===== src/rtl/gf_mul_serial.sv =====
// -----------------------------------------------------------------------------
// gf_mul_serial
//   Bit-serial GF(2^WIDTH) multiplier. It consumes one multiplier bit per clock,
//   MSB first (Horner's rule), and folds the modular reduction into each step.
//   The product is registered on out with a one-cycle o_done pulse. That lets it
//   drive a downstream adder's operand inputs and start strobe directly.
//
// Ports
//   i_clk    : clock, all state updates on rising edge
//   i_rst_n  : asynchronous active-low reset
//   i_start  : start request, sampled only while idle
//   in_1     : multiplicand a, captured on the accepted start edge
//   in_2     : multiplier b, captured on the accepted start edge
//   out      : product a*b mod (x^WIDTH + POLY), held until the next completion
//   o_done   : one-cycle pulse on the cycle out is updated
//   o_busy   : high while a multiplication is in progress
// -----------------------------------------------------------------------------
module gf_mul_serial #(
    parameter int               WIDTH = 8,
    parameter logic [WIDTH-1:0] POLY  = 8'h1B
) (
    input  logic             i_clk,
    input  logic             i_rst_n,
    input  logic             i_start,
    input  logic [WIDTH-1:0] in_1,
    input  logic [WIDTH-1:0] in_2,
    output logic [WIDTH-1:0] out,
    output logic             o_done,
    output logic             o_busy
);

    localparam int             CW      = (WIDTH > 2) ? $clog2(WIDTH) : 1;
    localparam logic [CW-1:0]  CNT_TOP = CW'(WIDTH - 1);

    typedef enum logic {
        IDLE = 1'b0,
        BUSY = 1'b1
    } state_t;

    state_t           state, state_nxt;
    logic [WIDTH-1:0] a_reg, b_reg, acc, acc_nxt, sh;
    logic [CW-1:0]    cnt;
    logic             accept, last;

    assign o_busy = (state == BUSY);

    // ---------------- state register ----------------
    always_ff @(posedge i_clk or negedge i_rst_n) begin
        if (!i_rst_n) state <= IDLE;
        else          state <= state_nxt;
    end

    // ---------------- next state / step decode ----------------
    always_comb begin
        state_nxt = state;
        accept    = 1'b0;
        last      = 1'b0;
        case (state)
            IDLE: begin
                if (i_start) begin
                    accept    = 1'b1;
                    state_nxt = BUSY;
                end
            end
            BUSY: begin
                // A start request while busy is dropped, not queued.
                if (cnt == '0) begin
                    last      = 1'b1;
                    state_nxt = IDLE;
                end
            end
            default: state_nxt = IDLE;
        endcase
    end

    // One Horner step: multiply the accumulator by x, reduce the bit shifted out
    // of the top, then add a if the current multiplier bit is set.
    always_comb begin
        sh = {acc[WIDTH-2:0], 1'b0};
        if (acc[WIDTH-1]) sh = sh ^ POLY;
        acc_nxt = sh ^ (b_reg[cnt] ? a_reg : '0);
    end

    // ---------------- datapath ----------------
    always_ff @(posedge i_clk or negedge i_rst_n) begin
        if (!i_rst_n) begin
            a_reg  <= '0;
            b_reg  <= '0;
            acc    <= '0;
            cnt    <= '0;
            out    <= '0;
            o_done <= 1'b0;
        end else begin
            o_done <= 1'b0;
            if (accept) begin
                a_reg <= in_1;
                b_reg <= in_2;
                acc   <= '0;
                cnt   <= CNT_TOP;
            end else if (o_busy) begin
                acc <= acc_nxt;
                cnt <= cnt - 1'b1;
                // The final step result goes straight to out in the same edge.
                if (last) begin
                    out    <= acc_nxt;
                    o_done <= 1'b1;
                end
            end
        end
    end

endmodule

===== config.mk =====
export PLATFORM = sky130hd
export DESIGN_NAME = gf_mul_serial
export DESIGN_NICKNAME = d
export VERILOG_FILES = /design/src/rtl/gf_mul_serial.sv
export SDC_FILE = /design/constraint.sdc
export NUM_CORES = 1
export LEC_CHECK = 0
export CAP_MARGIN = 25
export CORE_MARGIN = 5
export CORE_UTILIZATION = 44
export CTS_CLUSTER_DIAMETER = 40
export DETAILED_ROUTE_END_ITERATION = 7
export GPL_ROUTABILITY_DRIVEN = 0
export PLACE_DENSITY = 0.78
export SYNTH_ARGS = -nofsm -noshare
export SYNTH_HDL_FRONTEND = slang
export SYNTH_SLANG_ARGS = --single-unit

===== constraint.sdc =====
create_clock -name i_clk -period 5.5 [get_ports i_clk]
set_clock_uncertainty 0.2 [all_clocks]
set_input_delay 1.375 -clock i_clk [delete_from_list [all_inputs] [get_ports i_clk]]
set_output_delay 1.375 -clock i_clk [all_outputs]
set_load 0.05 [all_outputs]

---- Word-level counts from Yosys, hierarchy flattened ----
Cells that the tools add are included.
word-level totals
  output and inout port bits .............. 10
  bits in registers ....................... 37
  input port bits ......................... 19
operators by class
  bitwise logic cells ..................... 4
  $add $sub $neg .......................... 1
  $lt $le $gt $ge ......................... 1
  reductions and logical operators ........ 3
  mux-type cells .......................... 17
operator list
  cell                                                                  count
  8-bit 2-to-1 mux                                                      3
  1-bit 2-to-1 mux                                                      9
  8-bit bitwise XOR                                                     1
  3-bit 2-to-1 mux                                                      2
  5-bit 2-to-1 mux                                                      1
  3-bit by 4-bit < comparator with 1-bit output, second input constant  1
  4-bit inverter                                                        1
  1-bit binary-select mux with 3-bit select                             1
  3-bit zero test                                                       1
  3-bit AND reduction                                                   1
  3-bit by 1-bit subtractor with 3-bit output, second input constant    1
  1-bit inverter                                                        2
  1-bit case mux with 2 select lines                                    1
  2-bit nonzero test                                                    1

---- Longest topological paths before layout ----
Gate-level depths: netlist of run 1.
  word-level depth ........................ 6
  depth in mapped cells ................... 8
  gate-level depth less buffers ........... 7

---- Worst setup path before layout of run 1 ----
No wires, ideal clock.
  kind .................................... input -> register
  from .................................... in i_start
  to ...................................... reg a_reg[1]
  slack ................................... 2.903 ns
  required time ........................... 5.175 ns
  setup time .............................. 0.125 ns
  arrival ................................. 2.272 ns
  stages .................................. 3
  cells stage by stage .................... nor2b_1 -> clkbuf_1 -> mux2_2
between the ends
  word-level cells in the longest chain between the ends .. 2
ends and longest elaborated chain
  element                 line  text
  start: declaration      24    input logic i_start,
  1-bit 2-to-1 mux        60    if (i_start) begin
  1-bit 2-to-1 mux        58    case (state)
  end signal: assignment  96    a_reg <= in_1;
  end: declaration        41    logic [WIDTH-1:0] a_reg, b_reg, acc, acc_nxt, sh;
Every way passes these cells.
A chain may end at the register's enable or synchronous reset.

---- Worst setup path after layout of run 1 ----
  from .................................... reg state, in the netlist o_busy
  to ...................................... out o_busy
RTL lines
  element                   line  text
  start: declaration        40    state_t state, state_nxt;
  start signal: assignment  50    else state <= state_nxt;
  end: declaration          29    output logic o_busy
No word-level cell between the ends.

==> reports/metrics.yaml, run 1 <==
leakage_nw: 0.9547
power_mw: 1.486
wl_met1_um: 1662
synth_edf_count: 0
required_ns: 3.92
via_count: 1456
htreeDepth: 2
grt_usage_pct: 15.08
diodes: 0
crit_chain: "clkdlybuf4s50_1"
grt_max_degree: 38
placed_area_mm2: 0.002195
rsz0062_at_grt: "false"
antenna_found_initial: 0
start_util_pct: 46.36
drive_above_1_share_pct: 13.17
worst-path-buf-inv: 1
num_rows: 23
r2r_cells: 5
clkTransAtPathRegs_ns: 0.07
hp-start: "out[6]"
final.setup.tns_ns: 0
die-area_mm2: 0.005718
min_path_type: "reg -> reg"
io_buffers: 28
numCtsBuffers: 5
synth_warnings: 0
status: "completed"
clock_path_buffers: 2
wl_met3_um: 265
ys_seq_elements: 37
path_delay_family: "buffers and inverters"
root_buffer: "clkbuf_8"
cts-resized-gates: 0
min_path_cells: 2
dr.first_iter.drc_count: 66
core_mm2: 0.004086
grt_overflow: 0
yosysSeqAreaShare_pct: 48.88
drt_wl_total_um: 3736
crit_cells: 1
nets: 226
slew_headroom_pct: 45.75
crit_fanout: 3
async_flop_share_pct: 100.0
place_hpwl_um: 2532
grt_pass1_wl_um: 6465
firstDrtPassIters: 4
synthesis.area_mm2: 0.001894
highest_layer: "met4"
crit_path_end_kind: "output port"
dieHeight_um: 75.62
via_per_inst: 5.710
ios: 29
peakVddDrop_mv: 0.4452
holdBufCountCts: 0
ys_types: 30
syn_nets: 201
worst_slew_pin_slew_ns: 0.8137
fin_ws_ns: 2.444
ant_nets: 0
cts_tree: "yes"
power.density_mw_per_mm2: 651.3
critPathKind: "reg -> out"
place_ws_ns: 2.331
final_max_slew_viol_count: 0
die_w_um: 75.62
setup_violations: 0
slowest_stage: "clkdlybuf4s50_1"
timing.final.crit_period_ns: 3.056
crit_start: "o_busy"
final_hold_viol_count: 0
cp_data_arrival_time_ns: 1.48
route.detailed.drc: 0
area_growth_syn_to_layout_pct: 20.41
avgSynthCellArea_um2: 10.52
r2r-start: "o_busy"
maxCapViolCount: 0
ys.flop_type: "dfrtp_1"
timing.fmax_ghz: 0.3272
insertion_delay_ns: 0.29
finalCritPeriodShare_pct: 55.57
synth_cells: 180
cp-start-kind: "flop"
fin_area_mm2: 0.002281
clkSinkCount: 37
avgRoutedWirePerCell_um: 14.65
dr_wl_met2_um: 1731
slowest_delay_ns: 0.82
post-cts-setup-buffers: 0
grt_pass1_vias: 1424
-- logic make-up (layout without fill, tap and decap cells) --
logic type / after synthesis / after routing / synth area share, %
AOI/OAI and AO/OA: 33 / 33 / 11.49
xor gates and xnor gates: 3 / 3 / 1.387
adders and majority gates: 2 / 2 / 1.321
buffers and inverters: 22 / 47 / 4.756
DFF: 37 / 37 / 48.88
muxes: 19 / 19 / 13.08
and+or+nand+nor: 64 / 64 / 19.09
-- power breakdown --
part | internal [mW] | leakage [nW] | switching, mW
clock | 0.0994 | 0.0443 | 0.0933
sequential | 0.415 | 0.441 | 0.113
combinational | 0.322 | 0.469 | 0.443
-- synthesized netlist by cell type (all sizes together), types with 3 or more instances --
library cell	count	area (um^2)
and4	3	28.78
o311ai	3	26.28
a21oi	8	40.04
o31a	3	26.28
nor3	5	25.02
o211ai	5	37.54
nand4b	5	43.79
nand3b	4	30.03
xnor2	3	26.28
mux2	17	195.2
a31oi	5	31.28
nand4	3	18.77
clkbuf	10	37.54
inv	10	37.54
o31ai	3	22.52
nand2	23	86.33
and3	5	31.28
nor2	3	11.26
o21ai	5	25.02
dfrtp	37	925.9
nor3b	4	30.03
or3	8	50.05
-- layout by cell type (no fill, tap or decap), types with 3 or more instances in the layout --
master           instances
dfrtp_1                 37
nand3b_1                 4
o31ai_1                  3
o211ai_1                 5
nand2_1                 23
nand4b_1                 5
nand4_1                  3
o311ai_0                 3
o31a_1                   3
o21ai_0                  5
clkbuf_8                 6
xnor2_1                  3
nor3b_1                  4
mux2_2                  16
a31oi_1                  5
nor3_1                   5
inv_1                   10
or3_1                    8
clkdlybuf4s50_1         27
a21oi_1                  8
nor2_1                   3
and3_1                   5
-- final cells by class --
type / count / area (um^2)
sequential: 37 / 925.9
inverter: 10 / 37.54
clock buffer: 7 / 86.33
fill: 364 / 1805
tap: 50 / 62.56
multi-input combinational: 121 / 878.3
timing repair buffer: 30 / 290.3
-- tightest hold or removal path: cells and delay by family (launching register included) --
family / cells / cell delay [ns]
simple gates: 1 / 0.05
flops: 1 / 0.35
compound gates: 1 / 0.06
-- routing by layer --
layer | up-vias | GRT usage (%)
met3 | 7 | 3.562
met2 | 42 | 24.16
met4 | 0 | 6.990
met5 | - | 0
li1 | 707 | -
met1 | 700 | 19.34
-- path summary, 6_finish.rpt --
path | to | slack, ns
min in group asynchronous | acc[7] | 0.98
max | o_busy | 2.44
max in group asynchronous | b_reg[7] | 3.61
min | out[6] | 0.29
min reg2reg | out[6] | 0.29
max reg2reg | out[4] | 2.95
-- metrics by stage --
stage          cells  utilization [%]  hold WS, ns
2_1_floorplan    180                -       0.2720
3_3_place_gp     248            53.70       0.2671
3_5_place_dp     248            53.70       0.2791
4_1_cts          255            55.82       0.2970
5_1_grt          255            55.82       0.3087
6_report         255            55.82       0.2904
No activity file was read; power rests on OpenSTA's default activity.
==> run 2, diff against run 1 <==
- clock period: 5.5 -> 2.91 ns (I/O delays scaled with it)
==> run 2 against run 1 <==
Combinational power rose by 87%; largest cell class unchanged; die area did not move; power rose by 88%; non-clock buffer count rose by 2; wire length fell by 2.3%; critical path depth did not move; critical endpoint is now out[5]; sequential cell count did not move; count of clock-buffer cells in the layout did not move; clock power rose by 84%; sequential power rose by 91%.
==> reports/metrics.yaml, run 2 (same netlist as run 1, synthesis figures left out) <==
final_core_util_pct: 56.12  # +0.31 points
io_buffers: 28  # unchanged
grt_usage_pct: 14.63  # -0.46 points
cts-resized-gates: 0  # unchanged
nFillCells: 383  # +5.2%
place_ws_ns: 0.6041  # -1.726 ns
holdBufCountCts: 0  # unchanged
place_hpwl_um: 2603  # +2.8%
drt_wl_total_um: 3649  # -2.3%
antenna_found_initial: 0  # unchanged
diodes: 0  # unchanged
leakage_nw: 0.9638  # +0.95%
worst-path-buf-inv: 1  # unchanged
grt_pass1_vias: 1318  # -7.4%
required_ns: 1.98  # -1.94 ns
crit_cells: 1  # unchanged
timing.fmax_ghz: 0.4223
crit_fanout: 2  # -1
final.setup.tns_ns: 0  # unchanged
mostFrequentLayoutCells: "37 x dfrtp_1, 26 x clkdlybuf4s50_1, 23 x nand2_1, 16 x mux2_2, 10 x inv_1"
htreeDepth: 2  # unchanged
peakVddDrop_mv: 0.7408  # +66%
die_w_um: 75.62  # unchanged
final_common_cell: "dfrtp_1"
fin_cells: 257  # +0.78%
clkTransAtPathRegs_ns: 0.07  # about the same
avgRoutedWirePerCell_um: 14.20  # -3.1%
root_buffer: "clkbuf_8"
numCtsBuffers: 5  # unchanged
finalCritPeriodShare_pct: 81.37
area_growth_syn_to_layout_pct: 21.07
maxCapViolCount: 0  # unchanged
die-area_mm2: 0.005718  # unchanged
final_max_slew_viol_count: 0  # unchanged
crit_start: "out[5]"
num_rows: 23  # unchanged
setup_violations: 0  # unchanged
whs_ns: 0.2829  # -0.007524 ns
r2r_end: "out[1]"
r2r_cells: 4  # -1
fin_ws_ns: 0.5422  # -1.901 ns
dr.first_iter.drc_count: 106  # +61%
status: "completed"
timing.final.crit_period_ns: 2.368
slew_headroom_pct: 46.52  # +0.77 points
insertion_delay_ns: 0.29  # about the same
fin_area_mm2: 0.002293  # +0.55%
worst_slew_pin_slew_ns: 0.8022  # -0.01153 ns
grt_max_degree: 38  # unchanged
route.detailed.drc: 0  # unchanged
via_per_inst: 5.681  # -0.51%
grt_overflow: 0  # unchanged
power_mw: 2.794  # +88%
ant_nets: 0  # unchanged
grt_pass1_wl_um: 6223  # -3.7%
r2r-start: "cnt[0]"
core_mm2: 0.004086  # unchanged
slowest_delay_ns: 0.80  # -0.02 ns
cp-start-kind: "flop"
drive_above_1_share_pct: 14.49  # +1.3 points
cts_tree: "yes"
critPathCapture: "out[5]"
start_util_pct: 46.36  # unchanged
dp.cells: 250  # +0.81%
post-cts-setup-buffers: 0  # unchanged
min_path_type: "reg -> reg"
via_count: 1460  # +0.27%
crit_chain: "clkdlybuf4s50_1"
dieHeight_um: 75.62  # unchanged
final_hold_viol_count: 0  # unchanged
crit_path_end_kind: "output port"
firstDrtPassIters: 4  # unchanged
placed_area_mm2: 0.002207  # +0.57%
critPathKind: "reg -> out"
nets: 228  # +0.88%
rsz0062_at_grt: "false"
cp_data_arrival_time_ns: 1.44  # -0.04 ns
path_delay_family: "buffers and inverters"
slowest_stage: "clkdlybuf4s50_1"
min_path_cells: 2  # unchanged
ios: 29  # unchanged
rrSetupSlack_ns: 0.61  # -2.34 ns
clock_path_buffers: 2  # unchanged
power.density_mw_per_mm2: 1218  # +87%
clkSinkCount: 37  # unchanged
-- run 2: cell types whose count changed in the layout (fill, tap and decap cells not counted), sizes merged --
cell,change
buf,+3
clkdlybuf4s50,-1
-- run 2: metal layers --
layer  track usage (%)  vias up  routed length [um]
met4             5.825        0                  66
met5                 0        -                   0
met3             3.562        7                 185
met2             23.11       30                1792
li1                  -      713                   -
met1             19.39      710                1604
-- run 2: worst min-delay path by stage --
stage	startpoint	endpoint	slack [ns]
after global routing	out[7]	out[7]	0.31
after detailed placement	out[6]	out[6]	0.27
after floorplan	i_rst_n	a_reg[0]	0.23
after global placement	out[6]	out[6]	0.27
final	out[6]	out[6]	0.28
after CTS	out[6]	out[6]	0.29
-- run 2: area by class of cell --
cell class	instances	area [um^2]	area share (%)
timing repair buffer	32	302.8	13.20
tap	50	62.56	2.728
multi-input combinational	121	878.3	38.30
inverter	10	37.54	1.637
clock buffer	7	86.33	3.764
sequential	37	925.9	40.37
-- run 2: power breakdown --
part | switching, mW | internal (mW)
clock | 0.168 | 0.188
sequential | 0.223 | 0.785
combinational | 0.818 | 0.612
total | 1.21 | 1.59
==> run 3, diff against run 2 <==
- clock period: 2.91 -> 2.2 ns (I/O delays scaled with it)
==> run 3 against run 2 <==
Wire length up 5.1%; first-iteration DRC count down 28%; count of clock-buffer cells in the layout down 1; critical endpoint is now out[1].
==> reports/metrics.yaml, run 3 (same netlist as run 1, synthesis figures left out) <==
status: "completed"
r2r-start: "cnt[0]"
cp_data_arrival_time_ns: 2.09  # +0.65 ns
clock_path_buffers: 2  # unchanged
firstDrtPassIters: 4  # unchanged
grt_max_degree: 38  # unchanged
holdBufCountCts: 0  # unchanged
grt_pass1_vias: 1419  # +7.7%
fin_cells: 264  # +2.7%
area_growth_syn_to_layout_pct: 24.70
fin_ws_ns: 0.08267  # -0.4595 ns
die-area_mm2: 0.005718  # unchanged
crit_chain: "mux4_1 > mux2_4 > and4_4 > or3_1"
dp.cells: 255  # +2.0%
start_util_pct: 46.36  # unchanged
timing.final.crit_period_ns: 2.117
timing.fmax_ghz: 0.4723
via_count: 1464  # +0.27%
io_buffers: 28  # unchanged
route.detailed.drc: 0  # unchanged
final_max_slew_viol_count: 0  # unchanged
maxCapViolCount: 0  # unchanged
grt_overflow: 0  # unchanged
nets: 234  # +2.6%
dieHeight_um: 75.62  # unchanged
via_per_inst: 5.545  # -2.4%
numCtsBuffers: 5  # unchanged
ant_nets: 0  # unchanged
avgRoutedWirePerCell_um: 14.52  # +2.3%
cp-start-kind: "flop"
num_rows: 23  # unchanged
min_path_type: "in -> async"
final_common_cell: "dfrtp_1"
slowest_delay_ns: 0.56  # -0.24 ns
clkTransAtPathRegs_ns: 0.08  # about the same
r2r_end: "out[1]"
power_mw: 3.936  # +41%
ios: 29  # unchanged
fin_area_mm2: 0.002362  # +3.0%
diodes: 0  # unchanged
final.setup.tns_ns: 0  # unchanged
worst-path-buf-inv: 0  # -1
required_ns: 2.18  # +0.20 ns
setup_violations: 0  # unchanged
htreeDepth: 2  # unchanged
root_buffer: "clkbuf_8"
cts_tree: "yes"
whs_ns: 0.1007  # -0.1822 ns
place_hpwl_um: 2684  # +3.1%
placed_area_mm2: 0.002235  # +1.2%
drt_wl_total_um: 3834  # +5.1%
worst_slew_pin_slew_ns: 0.4907  # -0.3115 ns
rrSetupSlack_ns: 0.08  # -0.53 ns
power.density_mw_per_mm2: 1666  # +37%
leakage_nw: 1.025  # +6.4%
die_w_um: 75.62  # unchanged
dr.first_iter.drc_count: 76  # -28%
crit_path_end_kind: "flop"
path_delay_family: "multiplexers"
place_ws_ns: 0.01028  # -0.5938 ns
mostFrequentLayoutCells: "37 x dfrtp_1, 23 x nand2_1, 19 x buf_4, 17 x clkdlybuf4s50_1, 16 x mux2_2"
final_hold_viol_count: 0  # unchanged
crit_fanout: 6  # +4
r2r_cells: 4  # unchanged
slew_headroom_pct: 67.05  # +21 points
clkSinkCount: 37  # unchanged
antenna_found_initial: 0  # unchanged
insertion_delay_ns: 0.29  # about the same
core_mm2: 0.004086  # unchanged
grt_usage_pct: 15.24  # +0.62 points
slowest_stage: "mux4_1"
grt_pass1_wl_um: 6506  # +4.5%
rsz0062_at_grt: "false"
finalCritPeriodShare_pct: 96.24
peakVddDrop_mv: 0.7865  # +6.2%
final_core_util_pct: 57.81  # +1.7 points
drive_above_1_share_pct: 21.96  # +7.5 points
critPathKind: "reg -> reg"
run 3: cell types whose count changed in the layout (fill, tap and decap cells not counted), moves of 2 or more:
cell and change:
buf_4 +14, clkdlybuf4s50_1 -9, o311ai_0 -2, o311ai_1 +2
run 3: layer usage:
| layer | wire length [um] | track usage [%] | vias up |
|---|---|---|---|
| met5 | 0 | 0 | - |
| met4 | 63 | 7.184 | 0 |
| met3 | 194 | 3.958 | 5 |
| met2 | 1792 | 23.49 | 34 |
| met1 | 1783 | 20.10 | 701 |
| li1 | - | - | 724 |
run 3: worst max path at each step:
| stage | slack, ns | startpoint | cells after the start | endpoint |
|---|---|---|---|---|
| 2_1_floorplan | 0.10 | cnt[0] | 4 | out[1] |
| 3_3_place_gp | 0.09 | cnt[0] | 4 | out[4] |
| 3_5_place_dp | 0.01 | cnt[0] | 4 | acc[3] |
| 4_1_cts | 0.04 | cnt[0] | 4 | acc[3] |
| 5_1_grt | 0.02 | cnt[0] | 5 | out[5] |
| 6_report | 0.08 | cnt[0] | 4 | out[1] |
run 3: layout make-up:
type	instances	area, um^2
Fill cell	353	1724
Clock inverter	2	37.54
Multi-Input combinational cell	121	878.3
Timing Repair Buffer	38	337.8
Tap cell	50	62.56
Clock buffer	6	82.58
Inverter	10	37.54
Sequential cell	37	925.9
run 3: power by group:
group          switching (mW)  internal, mW  leakage, nW
clock                   0.250         0.369       0.0574
combinational            1.14         0.867        0.527
sequential              0.275          1.04        0.441
total                    1.66          2.27         1.03
run 3: timing repair:
| action | in CTS | in global routing |
|---|---|---|
| pin swaps | 0 | 0 |
| setup buffers | 1 | 0 |
| resized for setup | 0 | 2 |
| setup endpoints to repair | 1 | 2 |
